==> src/rtl/fifo_burst_reader.sv <==
// fifo_burst_reader: pops a fixed-length burst from synch_fifo through a 2-entry skid buffer
// and presents it as a valid/ready stream with last/done markers.
module fifo_burst_reader #(
  parameter int DATA_WIDTH = 8,
  parameter int LEN_WIDTH  = 16
) (
  input  logic                  clk_i,
  input  logic                  rst_i,
  input  logic                  start_i,
  input  logic [LEN_WIDTH-1:0]  len_i,
  output logic                  busy_o,
  output logic                  done_o,
  output logic                  err_o,
  output logic                  fifo_rd_en_o,
  input  logic [DATA_WIDTH-1:0] fifo_rdata_i,
  input  logic                  fifo_empty_i,
  input  logic                  fifo_underflow_i,
  output logic                  m_valid_o,
  output logic [DATA_WIDTH-1:0] m_data_o,
  output logic                  m_last_o,
  input  logic                  m_ready_i
);
  typedef enum logic [1:0] {IDLE, RUN, DRAIN, DONE} state_t;
  state_t                r_state, w_next;
  logic [LEN_WIDTH-1:0]  r_iss_cnt, r_out_cnt;
  logic [DATA_WIDTH-1:0] r_buf0, r_buf1;
  logic [1:0]            r_occ;
  logic                  r_pend, r_err;
  logic                  w_xfer, w_pop;
  logic [2:0]            w_fill;
  assign w_xfer = m_valid_o & m_ready_i;
  // Occupancy projected one cycle ahead: a word in flight needs a free slot when it lands.
  assign w_fill = {1'b0, r_occ} + {2'b0, r_pend} - {2'b0, w_xfer};
  assign w_pop  = (r_state == RUN) & (r_iss_cnt != '0) & ~fifo_empty_i & (w_fill < 3'd2);
  assign fifo_rd_en_o = w_pop;
  assign busy_o    = r_state != IDLE;
  assign done_o    = r_state == DONE;
  assign err_o     = r_err;
  assign m_valid_o = r_occ != 2'd0;
  assign m_data_o  = r_buf0;
  assign m_last_o  = m_valid_o & (r_out_cnt == LEN_WIDTH'(1));
  always_comb begin
    w_next = r_state;
    case (r_state)
      IDLE:    w_next = start_i ? ((len_i != '0) ? RUN : DONE) : IDLE;
      RUN:     w_next = (w_pop && r_iss_cnt == LEN_WIDTH'(1)) ? DRAIN : RUN;
      DRAIN:   w_next = (w_xfer && r_out_cnt == LEN_WIDTH'(1)) ? DONE : DRAIN;
      default: w_next = IDLE;
    endcase
  end
  always_ff @(posedge clk_i) begin
    if (rst_i) begin
      r_state   <= IDLE;
      r_iss_cnt <= '0;
      r_out_cnt <= '0;
      r_buf0    <= '0;
      r_buf1    <= '0;
      r_occ     <= 2'd0;
      r_pend    <= 1'b0;
      r_err     <= 1'b0;
    end else begin
      r_state <= w_next;
      r_pend  <= w_pop;
      r_err   <= r_err | fifo_underflow_i;
      if (r_state == IDLE && start_i) begin
        r_iss_cnt <= len_i;
        r_out_cnt <= len_i;
      end else begin
        if (w_pop) r_iss_cnt <= r_iss_cnt - LEN_WIDTH'(1);
        if (w_xfer) r_out_cnt <= r_out_cnt - LEN_WIDTH'(1);
      end
      // Capture and drain together leave occupancy unchanged; the new word goes behind the survivor.
      if (r_pend && w_xfer) begin
        if (r_occ == 2'd2) begin
          r_buf0 <= r_buf1;
          r_buf1 <= fifo_rdata_i;
        end else begin
          r_buf0 <= fifo_rdata_i;
        end
      end else if (r_pend) begin
        if (r_occ == 2'd0) r_buf0 <= fifo_rdata_i;
        else r_buf1 <= fifo_rdata_i;
        r_occ <= r_occ + 2'd1;
      end else if (w_xfer) begin
        r_buf0 <= r_buf1;
        r_occ  <= r_occ - 2'd1;
      end
    end
  end
endmodule

==> config.mk <==
export PLATFORM = sky130hd
export DESIGN_NAME = fifo_burst_reader
export DESIGN_NICKNAME = d
export VERILOG_FILES = /design/src/rtl/fifo_burst_reader.sv
export SDC_FILE = /design/constraint.sdc
export NUM_CORES = 1
export LEC_CHECK = 0
export ABC_AREA = 0
export CORE_MARGIN = 2
export CORE_UTILIZATION = 30
export CTS_CLUSTER_SIZE = 12
export DETAILED_ROUTE_END_ITERATION = 6
export SLEW_MARGIN = 20
export SYNTH_ARGS = -nofsm -noshare
export SYNTH_HDL_FRONTEND = slang
export SYNTH_SLANG_ARGS = --single-unit
export TNS_END_PERCENT = 10
==> constraint.sdc <==
create_clock -name clk_i -period 7.1 [get_ports clk_i]
set_input_delay 0.71 -clock clk_i [delete_from_list [all_inputs] [get_ports clk_i]]
set_output_delay 0.71 -clock clk_i [all_outputs]
set_load 0.01 [all_outputs]
== After elaboration in Yosys (flattened, before gate mapping) ==
Cells that the tools add are included.

* Output and inout bits: 14
* Flip-flop bits (word level): 54
* Word-level logic and storage cells: 70
* Bits of input ports: 30

* Bitwise gates (word level): 8
* Add/subtract/negate cells: 6
* Multiplexer cells: 20
* $lt $le $gt $ge: 1
* Reduce and logical (&&, ||, !) cells: 18
* Equality and inequality tests: 9

{| class="wikitable"
|+ Operators by type and width
! operator !! number
|-
| $mux W8 || 9
|-
| $mux W16 || 4
|-
| $eq A16 B1 Y1 const B || 2
|-
| $reduce_bool A16 Y1 || 2
|-
| $sub A16 B1 Y16 const B || 2
|-
| $reduce_bool A2 Y1 || 6
|-
| $mux W2 || 5
|-
| $eq A2 B2 Y1 const B || 3
|-
| $pmux W2 S3 || 1
|-
| $and A1 B1 Y1 || 5
|-
| $logic_and A1 B1 Y1 || 4
|-
| $logic_not A2 Y1 || 2
|-
| $reduce_and A2 Y1 || 2
|-
| $add A2 B1 Y3 || 1
|-
| $lt A3 B2 Y1 const B || 1
|-
| $ne A3 B1 Y1 const B || 1
|-
| $reduce_and A3 Y1 || 1
|-
| $reduce_bool A3 Y1 || 1
|-
| $sub A3 B1 Y3 || 1
|-
| $add A2 B1 Y2 const B || 1
|-
| $eq A2 B1 Y1 const B || 1
|-
| $ne A2 B1 Y1 const B || 1
|-
| $ne A2 B2 Y1 const B || 1
|-
| $not A1 Y1 || 2
|-
| other kinds (3) || 3
|}

== Longest topological paths before layout ==
Gate-level depths: netlist (run 1).

* Depth in word-level cells: 8
* Mapped depth: 9

== Worst setup path after synthesis (run 1) ==
OpenSTA, ideal clock, no wires.

* Path kind: input to output
* Start: in m_ready_i
* End: out fifo_rd_en_o
* Buffers on the path: 0
* Data required time: 6.390 ns
* Path slack: 3.940 ns
* Data arrival time: 2.450 ns
* Stages on the path: 6
* Cell sequence: o21ai_1 > nor2_1 > fa_1 > nor4bb_1 > nand2_1 > nor2_1

* Cells in the longest elaborated chain, start to end: 4

{| class="wikitable"
|+ Ends and longest elaborated chain
! item !! line !! RTL
|-
| start, declared || 21 || <nowiki>input logic m_ready_i</nowiki>
|-
| $and A1 B1 Y1 || 31 || <nowiki>assign w_xfer = m_valid_o & m_ready_i;</nowiki>
|-
| $sub A3 B1 Y3 || 33 || <nowiki>assign w_fill = {1'b0, r_occ} + {2'b0, r_pend} - {2'b0, w_xfer};</nowiki>
|-
| $lt A3 B2 Y1 || 34 || <nowiki>assign w_pop = (r_state == RUN) & (r_iss_cnt != '0) & ~fifo_empty_i & (w_fill < 3'd2);</nowiki>
|-
| $and A1 B1 Y1 || 34 ||
|-
| end, declared || 14 || <nowiki>output logic fifo_rd_en_o,</nowiki>
|}

No other way between the ends.

== Worst setup path after layout (run 1) ==
Ends and elaborated chain as after synthesis.

==> impl_metrics.json, run 1 <==
{
  "status": "complete, no violations",
  "avgSynthCellArea_um2": 8.554,
  "startpoint_type": "primary input",
  "io_pins": 44,
  "hpwl_um": 5640,
  "die_w_um": 102.9,
  "internal_power_w": 0.0005120,
  "placed_cell_area_mm2": 0.003437,
  "synth_area_mm2": 0.002934,
  "fmax_ghz": 0.2150,
  "antenna_found_initial": 0,
  "final_nets": 407,
  "final.period_utilization_pct": 65.50,
  "fin_hold_ws_ns": 0.4748,
  "rsz0062_at_grt": "no",
  "wl_per_cell_um": 15.61,
  "worstMarginPinSlew_ns": 0.9737,
  "hp-class": "reg2reg",
  "synth_area_leaders": "dfxtp_1, mux2i_1, nor2_1",
  "start_util_pct": 30.44,
  "ys_async_sr_fraction_pct": 0,
  "cts_hold_buffers": 0,
  "grt_use_total_pct": 14.94,
  "clockBufferDepth": 2,
  "synth_cells": 343,
  "die_area_mm2": 0.01059,
  "netSwitchingFraction_pct": 30.94,
  "drt_pass1_iterations": 4,
  "pwr-share-comb_pct": 23.8,
  "post-route-util_pct": 36.80,
  "synth-seq-cells": 54,
  "rows": 36,
  "fin_crit_ns": 4.651,
  "ys_types": 54,
  "cts_buffers": 5,
  "power_density_mw_per_mm2": 209.0,
  "yosys_warnings": 0,
  "first_iter_violations": 173,
  "vdd.ir_drop.worst_v": 0.00008202,
  "finalSetupTns_ns": 0,
  "overflow": 0,
  "via_count": 2688,
  "drv_slew": 0,
  "cap_violations": 0,
  "synth_edf_count": 0,
  "end_kind": "output pin",
  "cts_tree": "yes",
  "p_sw_w": 0.0002294,
  "synth_top_area_share_pct": 36.84,
  "synth_common_cells": "dfxtp_1, nor2_1, a31oi_1, clkbuf_1",
  "cts_setup_buffers": 0,
  "area_delta_synth_final_pct": 20.90,
  "crit_arrival_ns": 3.94,
  "critical_path_class": "in2out",
  "finalWirelength_um": 7901,
  "cts_resized": 0,
  "stdcell_area_mm2": 0.003547,
  "cts_sinks": 54,
  "fp.dieH_um": 102.9,
  "grt_max_degree": 49,
  "seqPwrFrac_pct": 47.5,
  "ant_nets": 0,
  "relSlewSlack_pct": 35.09,
  "syn-num-nets": 378,
  "synth-seq-area-share_pct": 36.84,
  "layout-drive-gt1-share_pct": 5.362,
  "pwr-share-clk_pct": 28.6,
  "setup_violations": 0,
  "clk_pin_slew_worst_paths_ns": 0.10,
  "numPortBuffers": 43,
  "grt_pass1_wl_um": 12360,
  "clk_latency_ns": 0.31,
  "grt_pass1_vias": 2409,
  "required_ns": 6.39,
  "coreArea_mm2": 0.009639,
  "leakage_nw": 1.268,
  "hold_viol_final": 0,
  "antenna_cells": 0,
  "route.detailed.drc": 0,
  "fillCellCount": 1019,
  "clockRootBuffer": "clkbuf_8",
  "gp_congestion": 0.8289,
  "synth_top_cell_by_area": "dfxtp_1",
  "crit_fanout": 9,
  "ys.flop_type": "dfxtp_1",
  "via_per_inst": 5.312,
  "skew_ns": 0.009744,
  "htreeDepth": 2,
  "yosysMostFrequentCell": "dfxtp_1"
}
[worst max-delay path, stage by stage]
cell	delay [ns]
clkdlybuf4s50_1	0.54
o21ai_1	0.29
nor2_1	0.11
fa_1	0.52
nor4bb_1	0.69
nand2_1	0.35
nor2_1	0.18
clkdlybuf4s50_1	0.55
[routing by layer]
layer | share of wire, % | up-vias | global-route usage, %
met2 | 47 | 51 | 23.28
li1 | - | 1362 | -
met5 | 0 | - | 0
met3 | 3.9 | 7 | 2.576
met4 | 1.2 | 0 | 3.644
met1 | 48 | 1268 | 21.50
[power groups by stage]
stage / clock [W] / combinational (W) / sequential, W
floorplan: 0 / 0.000117 / 0.000353
global placement: 0 / 0.000173 / 0.000357
detailed placement: 0 / 0.000175 / 0.000359
CTS: 0.000216 / 0.000176 / 0.000352
global route: 0.000228 / 0.000193 / 0.000356
finish: 0.000212 / 0.000177 / 0.000352
[sequential cells by signal, indices dropped and copies added (netlist names)]
signal / cells
r_pend: 1
m_data_o: 8
r_occ: 2
err_o: 1
r_buf1: 8
r_out_cnt: 16
r_state: 2
r_iss_cnt: 16
[final timing paths]
check | startpoint | to | slack (ns) | depth (start not counted)
worst min register to register | err_o$_SDFF_PP0_ | err_o$_SDFF_PP0_ | 0.47 | 2
worst max register to register | r_occ[1]$_SDFFE_PP0P_ | r_iss_cnt[9]$_SDFFE_PP0P_ | 3.31 | 7
worst max-delay path | m_ready_i | fifo_rd_en_o | 2.45 | 8
worst min-delay path | err_o$_SDFF_PP0_ | err_o$_SDFF_PP0_ | 0.47 | 2
[layout by cell type (no fill, tap or decap), drive strengths merged, types with 3 or more instances in the layout]
cell type,n
nor2b,3
or2,4
xnor2,9
nand4,4
dfxtp,54
nand3,3
o21bai,8
nor4,10
mux2i,16
inv,7
nor3b,4
or3,14
nor2,37
a31oi,18
clkdlybuf4s50,43
ha,4
a211oi,10
nand2,16
nor3,10
o21ai,9
and4,4
clkbuf,6
and2,4
o31ai,10
o211ai,9
or4,12
a21oi,12
[cell type report]
type / instances / area, um2 / share of cell area [%]
multi-input combinational: 259 / 1718 / 48.43
sequential: 54 / 1081 / 30.48
timing repair buffer: 45 / 445.4 / 12.56
tap: 133 / 166.4 / 4.691
clock buffer: 6 / 72.57 / 2.046
clock inverter: 2 / 37.54 / 1.058
inverter: 7 / 26.28 / 0.7407
[metrics by stage]
stage	setup slack (ns)	instances	total power (W)
2_1_floorplan	3.940	343	0.0004701
3_3_place_gp	2.575	498	0.0005307
4_1_cts	2.482	506	0.0007438
5_1_grt	2.124	506	0.0007775
3_5_place_dp	2.517	498	0.0005343
6_report	2.449	506	0.0007414
[cell families (layout without fill, tap and decap cells)]
kind of cell               after synthesis  in the layout  synth area share, %
DFF                                     54             54                36.84
xor gates and xnor gates                11             11                3.284
muxes                                   16             16                5.458
buffers and inverters                   30             60                4.606
adders and majority gates                5              5                2.388
AOI/OAI and AO/OA                       90             90                21.02
and+or+nand+nor                        137            137                26.40
(Power assumes the default switching activity.)
==> inputs of run 2 (changes only) <==
==> constraint.sdc (replaced) <==
create_clock -name clk_i -period 4.5 [get_ports clk_i]
set_input_delay 0.45 -clock clk_i [delete_from_list [all_inputs] [get_ports clk_i]]
set_output_delay 0.45 -clock clk_i [all_outputs]
set_load 0.01 [all_outputs]
==> run 2 against run 1 <==
Effect of this change:
- clock-buffer cell count decreased by 1
- final area up 0.39%
- largest power group unchanged
- critical path depth increased by 1
- cell count up 0.40%
==> impl_metrics.json, run 2 (synthesis gave the netlist of run 1 again) <==
{
  "status": "complete, no violations",
  "cts_sinks": 54,
  "clockRootBuffer": "clkbuf_8",
  "io_pins": 44,
  "pwr-share-comb_pct": 24.0,
  "antenna_found_initial": 0,
  "holdPathStages": 2,
  "clk_pin_slew_worst_paths_ns": 0.09,
  "route.detailed.drc": 0,
  "overflow": 0,
  "cap_violations": 0,
  "cts_hold_buffers": 0,
  "seqPwrFrac_pct": 47.7,
  "numPortBuffers": 43,
  "hpwl_um": 5689,
  "die_area_mm2": 0.01059,
  "die_w_um": 102.9,
  "top_regs": "r_iss_cnt (16), r_out_cnt (16)",
  "dpl.cell_count": 500,
  "critical_path_class": "in2out",
  "via_per_inst": 5.427,
  "r2r_slack_ns": 1.42,
  "final_nets": 409,
  "htreeDepth": 2,
  "timing.rr.start": "r_occ[1]$_SDFFE_PP0P_",
  "setup_violations": 0,
  "cts_buffers": 5,
  "worstMarginPinSlew_ns": 0.9818,
  "area_delta_synth_final_pct": 21.36,
  "fp.dieH_um": 102.9,
  "clockBufferDepth": 2,
  "first_iter_violations": 173,
  "drt_pass1_iterations": 5,
  "finalSetupTns_ns": 0,
  "power_density_mw_per_mm2": 327.5,
  "grt_max_degree": 49,
  "ff2ff_path_depth": 9,
  "cts_tree": "yes",
  "internal_power_w": 0.0008072,
  "required_ns": 4.05,
  "hold_viol_final": 0,
  "startpoint_type": "primary input",
  "start_util_pct": 30.44,
  "whs_endpoint": "err_o$_SDFF_PP0_",
  "ant_nets": 0,
  "layout_commonest_cell": "dfxtp_1",
  "pwr-share-clk_pct": 28.4,
  "via_count": 2757,
  "finalWirelength_um": 7919,
  "gp_congestion": 0.8316,
  "hold_start": "err_o$_SDFF_PP0_",
  "relSlewSlack_pct": 34.55,
  "clk_latency_ns": 0.32,
  "grt_pass1_vias": 2408,
  "end_kind": "output pin",
  "skew_ns": 0.01437,
  "final.period_utilization_pct": 81.95,
  "crit_arrival_ns": 3.24,
  "grt_use_total_pct": 15.11,
  "p_sw_w": 0.0003590,
  "vdd.ir_drop.worst_v": 0.0001248,
  "post-route-util_pct": 36.94,
  "post-route-worst-setup-slack_ns": 0.8121,
  "hp-class": "reg2reg",
  "stdcell_area_mm2": 0.003561,
  "fin_crit_ns": 3.688,
  "crit_fanout": 9,
  "rows": 36,
  "placed_cell_area_mm2": 0.003452,
  "drv_slew": 0,
  "antenna_cells": 0,
  "cts_resized": 0,
  "coreArea_mm2": 0.009639,
  "preCtsSetupSlack_ns": 0.8524,
  "fin_cells": 508,
  "reg2reg_to": "r_iss_cnt[9]$_SDFFE_PP0P_",
  "fmax_ghz": 0.2712,
  "wl_per_cell_um": 15.59,
  "layout-drive-gt1-share_pct": 6.133,
  "cts_setup_buffers": 0,
  "mostFrequentLayoutCells": "dfxtp_1, clkdlybuf4s50_1, nor2_1",
  "rsz0062_at_grt": "no",
  "grt_pass1_wl_um": 12410,
  "netSwitchingFraction_pct": 30.78,
  "leakage_nw": 1.284
}
## run 2: cell count changes in the layout (fill, tap and decap cells not counted)
cell | previous run | this run
buf_4 | 2 | 4
clkinvlp_4 | 1 | 0
clkinv_2 | 0 | 2
clkbuf_1 | 1 | 0
## run 2: per-stage QoR
step / power, W / hold WS (ns)
2_1_floorplan: 0.0007418 / 0.4585
3_3_place_gp: 0.0008394 / 0.4512
3_5_place_dp: 0.0008434 / 0.4655
4_1_cts: 0.001174 / 0.4837
5_1_grt: 0.001231 / 0.5037
6_report: 0.001166 / 0.4737
## run 2: power groups by stage
stage	sequential, W	combinational (W)	clock (W)
floorplan	0.000557	0.000185	0
global placement	0.000564	0.000275	0
detailed placement	0.000566	0.000278	0
CTS	0.000555	0.000279	0.000340
global route	0.000561	0.000309	0.000361
finish	0.000556	0.000280	0.000331
## run 2: how the worst max path moves through the flow
stage / startpoint / endpoint / slack (ns)
floorplan: r_occ[1]$_SDFFE_PP0P_ / r_iss_cnt[9]$_SDFFE_PP0P_ / 1.61
global placement: m_ready_i / fifo_rd_en_o / 0.88
detailed placement: m_ready_i / fifo_rd_en_o / 0.85
CTS: m_ready_i / fifo_rd_en_o / 0.81
global route: m_ready_i / fifo_rd_en_o / 0.60
finish: m_ready_i / fifo_rd_en_o / 0.81
## run 2: final cells by class
type | count | area, um2
clock buffers | 5 | 68.82
fillers | 1023 | 6078
clock inverters | 3 | 40.04
repair buffers | 47 | 460.4
flip-flops and latches | 54 | 1081
inverters | 7 | 26.28
multi-input cells | 259 | 1718
well taps | 133 | 166.4
## run 2: metal layers
metal	wire length (um)	track usage [%]
met1	3728	21.68
met5	0	0
met4	110	4.251
met3	391	2.780
met2	3688	23.23
## run 2: worst max-delay path, cell delays in order
cell and delay (ns):
clkdlybuf4s50_1 0.53, o21ai_1 0.29, nor2_1 0.11, fa_1 0.51, nor4bb_1 0.29, buf_4 0.19
nand2_1 0.16, nor2_1 0.15, clkdlybuf4s50_1 0.55
